--- config.mk ---
export PLATFORM = sky130hd
export DESIGN_NAME = uart_tx_fifo
export DESIGN_NICKNAME = d
export VERILOG_FILES = /design/src/rtl/uart_tx_fifo.sv
export SDC_FILE = /design/constraint.sdc
export NUM_CORES = 1
export LEC_CHECK = 0
export CAP_MARGIN = 20
export CELL_PAD_IN_SITES_DETAIL_PLACEMENT = 0
export CELL_PAD_IN_SITES_GLOBAL_PLACEMENT = 2
export CORE_ASPECT_RATIO = 1.25
export CORE_MARGIN = 2
export CORE_UTILIZATION = 45
export DETAILED_ROUTE_END_ITERATION = 12
export MAX_ROUTING_LAYER = met4
export PLACE_DENSITY_LB_ADDON = 0.08
export SLEW_MARGIN = 40
export SYNTH_ARGS = -nofsm -noshare
export SYNTH_HDL_FRONTEND = slang
export SYNTH_SLANG_ARGS = --single-unit
--- constraint.sdc ---
create_clock -name clk -period 2.7 [get_ports clk]
set_clock_uncertainty 0.05 [all_clocks]
set_input_delay 0.405 -clock clk [delete_from_list [all_inputs] [get_ports clk]]
set_output_delay 0.405 -clock clk [all_outputs]
set_load 0.02 [all_outputs]
--- src/rtl/uart_tx_fifo.sv ---
// Show-ahead byte FIFO feeding uart_transmitter: host pushes one byte per clock,
// the head byte is presented on tx_data/tx_valid and popped when tx_ready is high.
module uart_tx_fifo #(
  parameter int DATA_BITS = 8,
  parameter int DEPTH     = 16
) (
  input  logic                      clk,
  input  logic                      rst_n,
  input  logic                      wr_en,
  input  logic [DATA_BITS-1:0]      wr_data,
  input  logic                      flush,
  input  logic                      ovf_clr,
  input  logic                      tx_ready,
  output logic                      tx_valid,
  output logic [DATA_BITS-1:0]      tx_data,
  output logic                      full,
  output logic                      empty,
  output logic [$clog2(DEPTH):0]    level,
  output logic                      overflow
);

  localparam int ADDR_W = $clog2(DEPTH);
  localparam int LVL_W  = ADDR_W + 1;

  logic [DATA_BITS-1:0] mem_q [DEPTH];
  logic [ADDR_W-1:0]    wr_ptr_q, wr_ptr_d;
  logic [ADDR_W-1:0]    rd_ptr_q, rd_ptr_d;
  logic [LVL_W-1:0]     level_q, level_d;
  logic                 ovf_q, ovf_d;
  logic                 do_push, do_pop, rejected;

  assign full     = (level_q == LVL_W'(DEPTH));
  assign empty    = (level_q == '0);
  assign tx_valid = !empty;
  assign tx_data  = tx_valid ? mem_q[rd_ptr_q] : '0;
  assign level    = level_q;
  assign overflow = ovf_q;

  // Full is judged on the pre-edge level, so a pop never frees a slot for a same-cycle push.
  assign do_push  = wr_en && !full;
  assign rejected = wr_en && full;
  assign do_pop   = tx_valid && tx_ready;

  always_comb begin
    wr_ptr_d = wr_ptr_q;
    rd_ptr_d = rd_ptr_q;
    level_d  = level_q;
    ovf_d    = ovf_q;
    if (do_push) wr_ptr_d = wr_ptr_q + ADDR_W'(1);
    if (do_pop)  rd_ptr_d = rd_ptr_q + ADDR_W'(1);
    if (do_push && !do_pop)      level_d = level_q + LVL_W'(1);
    else if (do_pop && !do_push) level_d = level_q - LVL_W'(1);
    if (flush) begin
      wr_ptr_d = '0;
      rd_ptr_d = '0;
      level_d  = '0;
    end
    if (rejected)     ovf_d = 1'b1;
    else if (ovf_clr) ovf_d = 1'b0;
  end

  always_ff @(posedge clk or negedge rst_n) begin
    if (!rst_n) begin
      wr_ptr_q <= '0;
      rd_ptr_q <= '0;
      level_q  <= '0;
      ovf_q    <= 1'b0;
    end else begin
      wr_ptr_q <= wr_ptr_d;
      rd_ptr_q <= rd_ptr_d;
      level_q  <= level_d;
      ovf_q    <= ovf_d;
    end
  end

  // Storage carries no reset; stale entries are never visible because tx_data is masked when empty.
  always_ff @(posedge clk) begin
    if (do_push && !flush) mem_q[wr_ptr_q] <= wr_data;
  end

endmodule

==> Flow_metrics.wiki <==
{| class="wikitable"
! Metric !! Value
|-
| Most common flop cell mapped by yosys || edfxtp_1
|-
| CTS sink cnt || 142
|-
| Number of synthesized flops with an enable pin || 128
|-
| Post-synthesis instance total || 327
|-
| Data required time of the worst path || 2250 ps
|-
| 1st-pass router iterations || 6
|-
| Startpoint class of the critical path || flip-flop
|-
| Floorplan Core Area || 13100 um^2
|-
| Buffer cell driving the clock tree root || clkbuf_16
|-
| RSZ-0062 raised after global routing || true
|-
| Share of flip-flops with an asynchronous set or reset after synthesis || 9.86%
|-
| Final-report hold violation count || 0
|-
| Critical path start-end classification || flip-flop to primary output
|-
| Register area share after synthesis || 70.2%
|-
| Mean cell area of the mapped netlist || 18.3 um^2
|-
| Global-route wire length before repair || 18500 um
|-
| Final weighted congestion in routability-driven placement || 0.774
|-
| Synthesis warning total || 0
|-
| Status || complete, no violations
|-
| Fraction of layout cells with a size suffix above 1 || 32.4%
|-
| Maximum level of the CTS H-tree || 4
|-
| Starting density of the core || 45.6%
|-
| Via count of the first global-routing pass || 3331
|-
| Most common cell after layout, fill and taps aside || edfxtp_1
|-
| Average wire per standard cell || 20.3 um
|-
| Commonest non-fill, non-tap cells in the layout || 128 x edfxtp_1, 39 x buf_4, 32 x mux4_2
|-
| Hold buffers post-CTS || 0
|-
| Mapped Area || 5970 um^2
|-
| Largest net degree at the start of global routing || 23
|-
| Pwr dens || 904 nW/um^2
|-
| CP Capture Type || primary output
|-
| Net count of the finished layout || 424
|-
| Iter 0 DRT Violations || 170
|-
| Maximum resistive drop on vdd || 545 uV
|-
| Clock insertion delay at the later pin of the skew report || 410 ps
|-
| Post-synthesis cell type with the largest combined area || edfxtp_1
|-
| Upper clock frequency limit || 382 MHz
|-
| Total power of the final layout || 6630 uW
|-
| WP data arrival || 2160 ps
|-
| Max-cap violations || 0
|-
| Final Cycle Share || 96.9%
|-
| Chip Height || 133 um
|-
| Seq cells post-synth || 142
|-
| Top-area cell type share of the netlist area || 64.3%
|-
| CTS Buffer Depth || 2
|-
| Remaining number of nets flagged by the antenna check after routing || 0
|-
| Worst Max-Slew Pin Slew || 774 ps
|-
| Placed cells || 549
|-
| Post-detail-place hpwl || 8070 um
|-
| Top cells by area in the synthesized netlist || edfxtp_1 64%, mux4_2 12%, dfrtp_1 5.9%
|-
| Reported leakage power || 0.00250 uW
|-
| Series of cell instances along the critical path || buf_4 -> mux4_2 -> nor2b_1 -> a211oi_2 -> buf_4 -> a211oi_2 -> buf_2
|-
| DIE WIDTH || 107 um
|-
| Remaining DRCs || 0
|-
| Vias after detailed routing || 3109
|-
| Unique masters post-synth || 38
|-
| Final Slew Violations || 0
|-
| Type of the worst min-delay path || input pin to async pin
|-
| CTS buffer count || 17
|-
| Number of setup violations in the final report || 0
|-
| Delay contributed by the slowest stage of the critical path || 500 ps
|-
| Total overflow reported by the global router || 0
|-
| CTS clock-pin slew for the worst setup and hold paths || 60 ps
|-
| Post-Route WL || 11900 um
|-
| Relative slew margins || 48.2%
|-
| Biggest fanout along the worst timing path || 4
|-
| Number of antenna violations at the first check in global routing || 0
|-
| Standard-cell row count || 47
|-
| Die ar. || 14200 um^2
|-
| Drt via density || 5.32
|-
| Clock tree from TritonCTS || done
|-
| Tot GR Track Use || 18.7%
|-
| Post-route minimum period || 2620 ps
|-
| IO buf count || 30
|-
| Post-layout instance count excluding filler cells || 584
|-
| Area growth, synth to finish || 22.7%
|-
| Standard cell with the maximum stage delay on the critical path || mux4_2
|-
| Net count after synthesis || 351
|-
| Number of top-level design ports || 31
|-
| Antenna diode count || 0
|}
-- cells by family (layout without fill, tap and decap cells) --
group | after synthesis | after routing | synth area share [%]
buffers and inverters | 25 | 111 | 2.53
xor gates and xnor gates | 7 | 7 | 1.03
and+or+nand+nor | 65 | 65 | 5.34
muxes | 48 | 48 | 14.8
AOI/OAI and AO/OA | 30 | 30 | 3.85
adders and majority gates | 10 | 10 | 2.22
DFF | 142 | 142 | 70.2
-- area by class of cell --
type | instances | area, um^2
clock buffers | 17 | 425
clock inverters | 15 | 181
fillers | 1014 | 5780
inverters | 7 | 26.3
multi-input cells | 160 | 1670
flip-flops and latches | 142 | 4200
well taps | 171 | 214
repair buffers | 72 | 616
-- Yosys cell counts (2+ instances only) --
cell and instances:
buf_2 3, buf_6 2, o211ai_1 3, xor2_1 4, mux2_2 3, nand4_1 2, mux2i_1 12, nand3_1 4
nor2b_1 9, ha_1 9, inv_1 7, a21oi_1 5, buf_4 6, a211oi_1 17, nor2_1 32, edfxtp_1 128
dfrtp_1 14, clkbuf_1 6, mux4_2 32, xnor2_1 3, and3_1 2, nand2_1 8
-- critical path, delay by kind of cell (launching register included) --
family                 cells  cell delay, ps
AND/OR/NAND/NOR            1             160
flip-flops                 1             410
AO/OA/AOI/OAI              2             230
multiplexers               1             500
buffers and inverters      3             450
-- worst paths after layout --
check                            start          end  slack [ps]  depth (start not counted)
min in group clk              overflow     overflow         490                          2
setup / recovery           rd_ptr_q[1]   tx_data[0]          80                          7
hold reg to reg               overflow     overflow         490                          2
hold / removal                   rst_n  wr_ptr_q[1]         350                          1
setup reg to reg              level[1]     level[4]         210                          8
max in group asynchronous        rst_n  rd_ptr_q[1]        1790                          1
-- report_power, final --
part           switching [uW]  total (uW)  internal [uW]
Clock                     904        2370           1470
Sequential               91.4        2570           2480
Combinational             877        1690            812
-- through the flow --
stage          setup TNS [ps]  cell area [um^2]  hold WS (ps)  util (%)  setup WS (ps)
3_5_place_dp            -27.2              6700           486      51.1          -27.2
6_report                    0              7330           346      55.9           84.3
3_3_place_gp            -8.51              6700           483      51.1          -8.51
5_1_grt                 -64.4              7330           382      55.9          -25.8
4_1_cts                 -44.5              7310           364      55.8          -44.5
2_1_floorplan               0              5970          59.4         -            218
-- state kept, by name, indices dropped and copies added (netlist names) --
signal and cells:
mem_q 128, level 5, rd_ptr_q 4, wr_ptr_q 4
overflow 1
-- repair_timing --
item | CTS | global route
gates resized for setup | 39 | 13
cloned | 0 | 0
setup endpoints to repair | 11 | 7
buffers inserted | 3 | 0
pin swaps | 2 | 0
-- metal layers --
metal | up-vias | share of wire (%) | GRT usage [%]
met5 | - | 0 | -
met1 | 1597 | 41 | 21.2
met4 | 0 | 1.3 | 5.12
met3 | 11 | 2.7 | 4.73
li1 | 1443 | - | -
met2 | 58 | 55 | 32.6
Power figures use the tool's default switching activity.
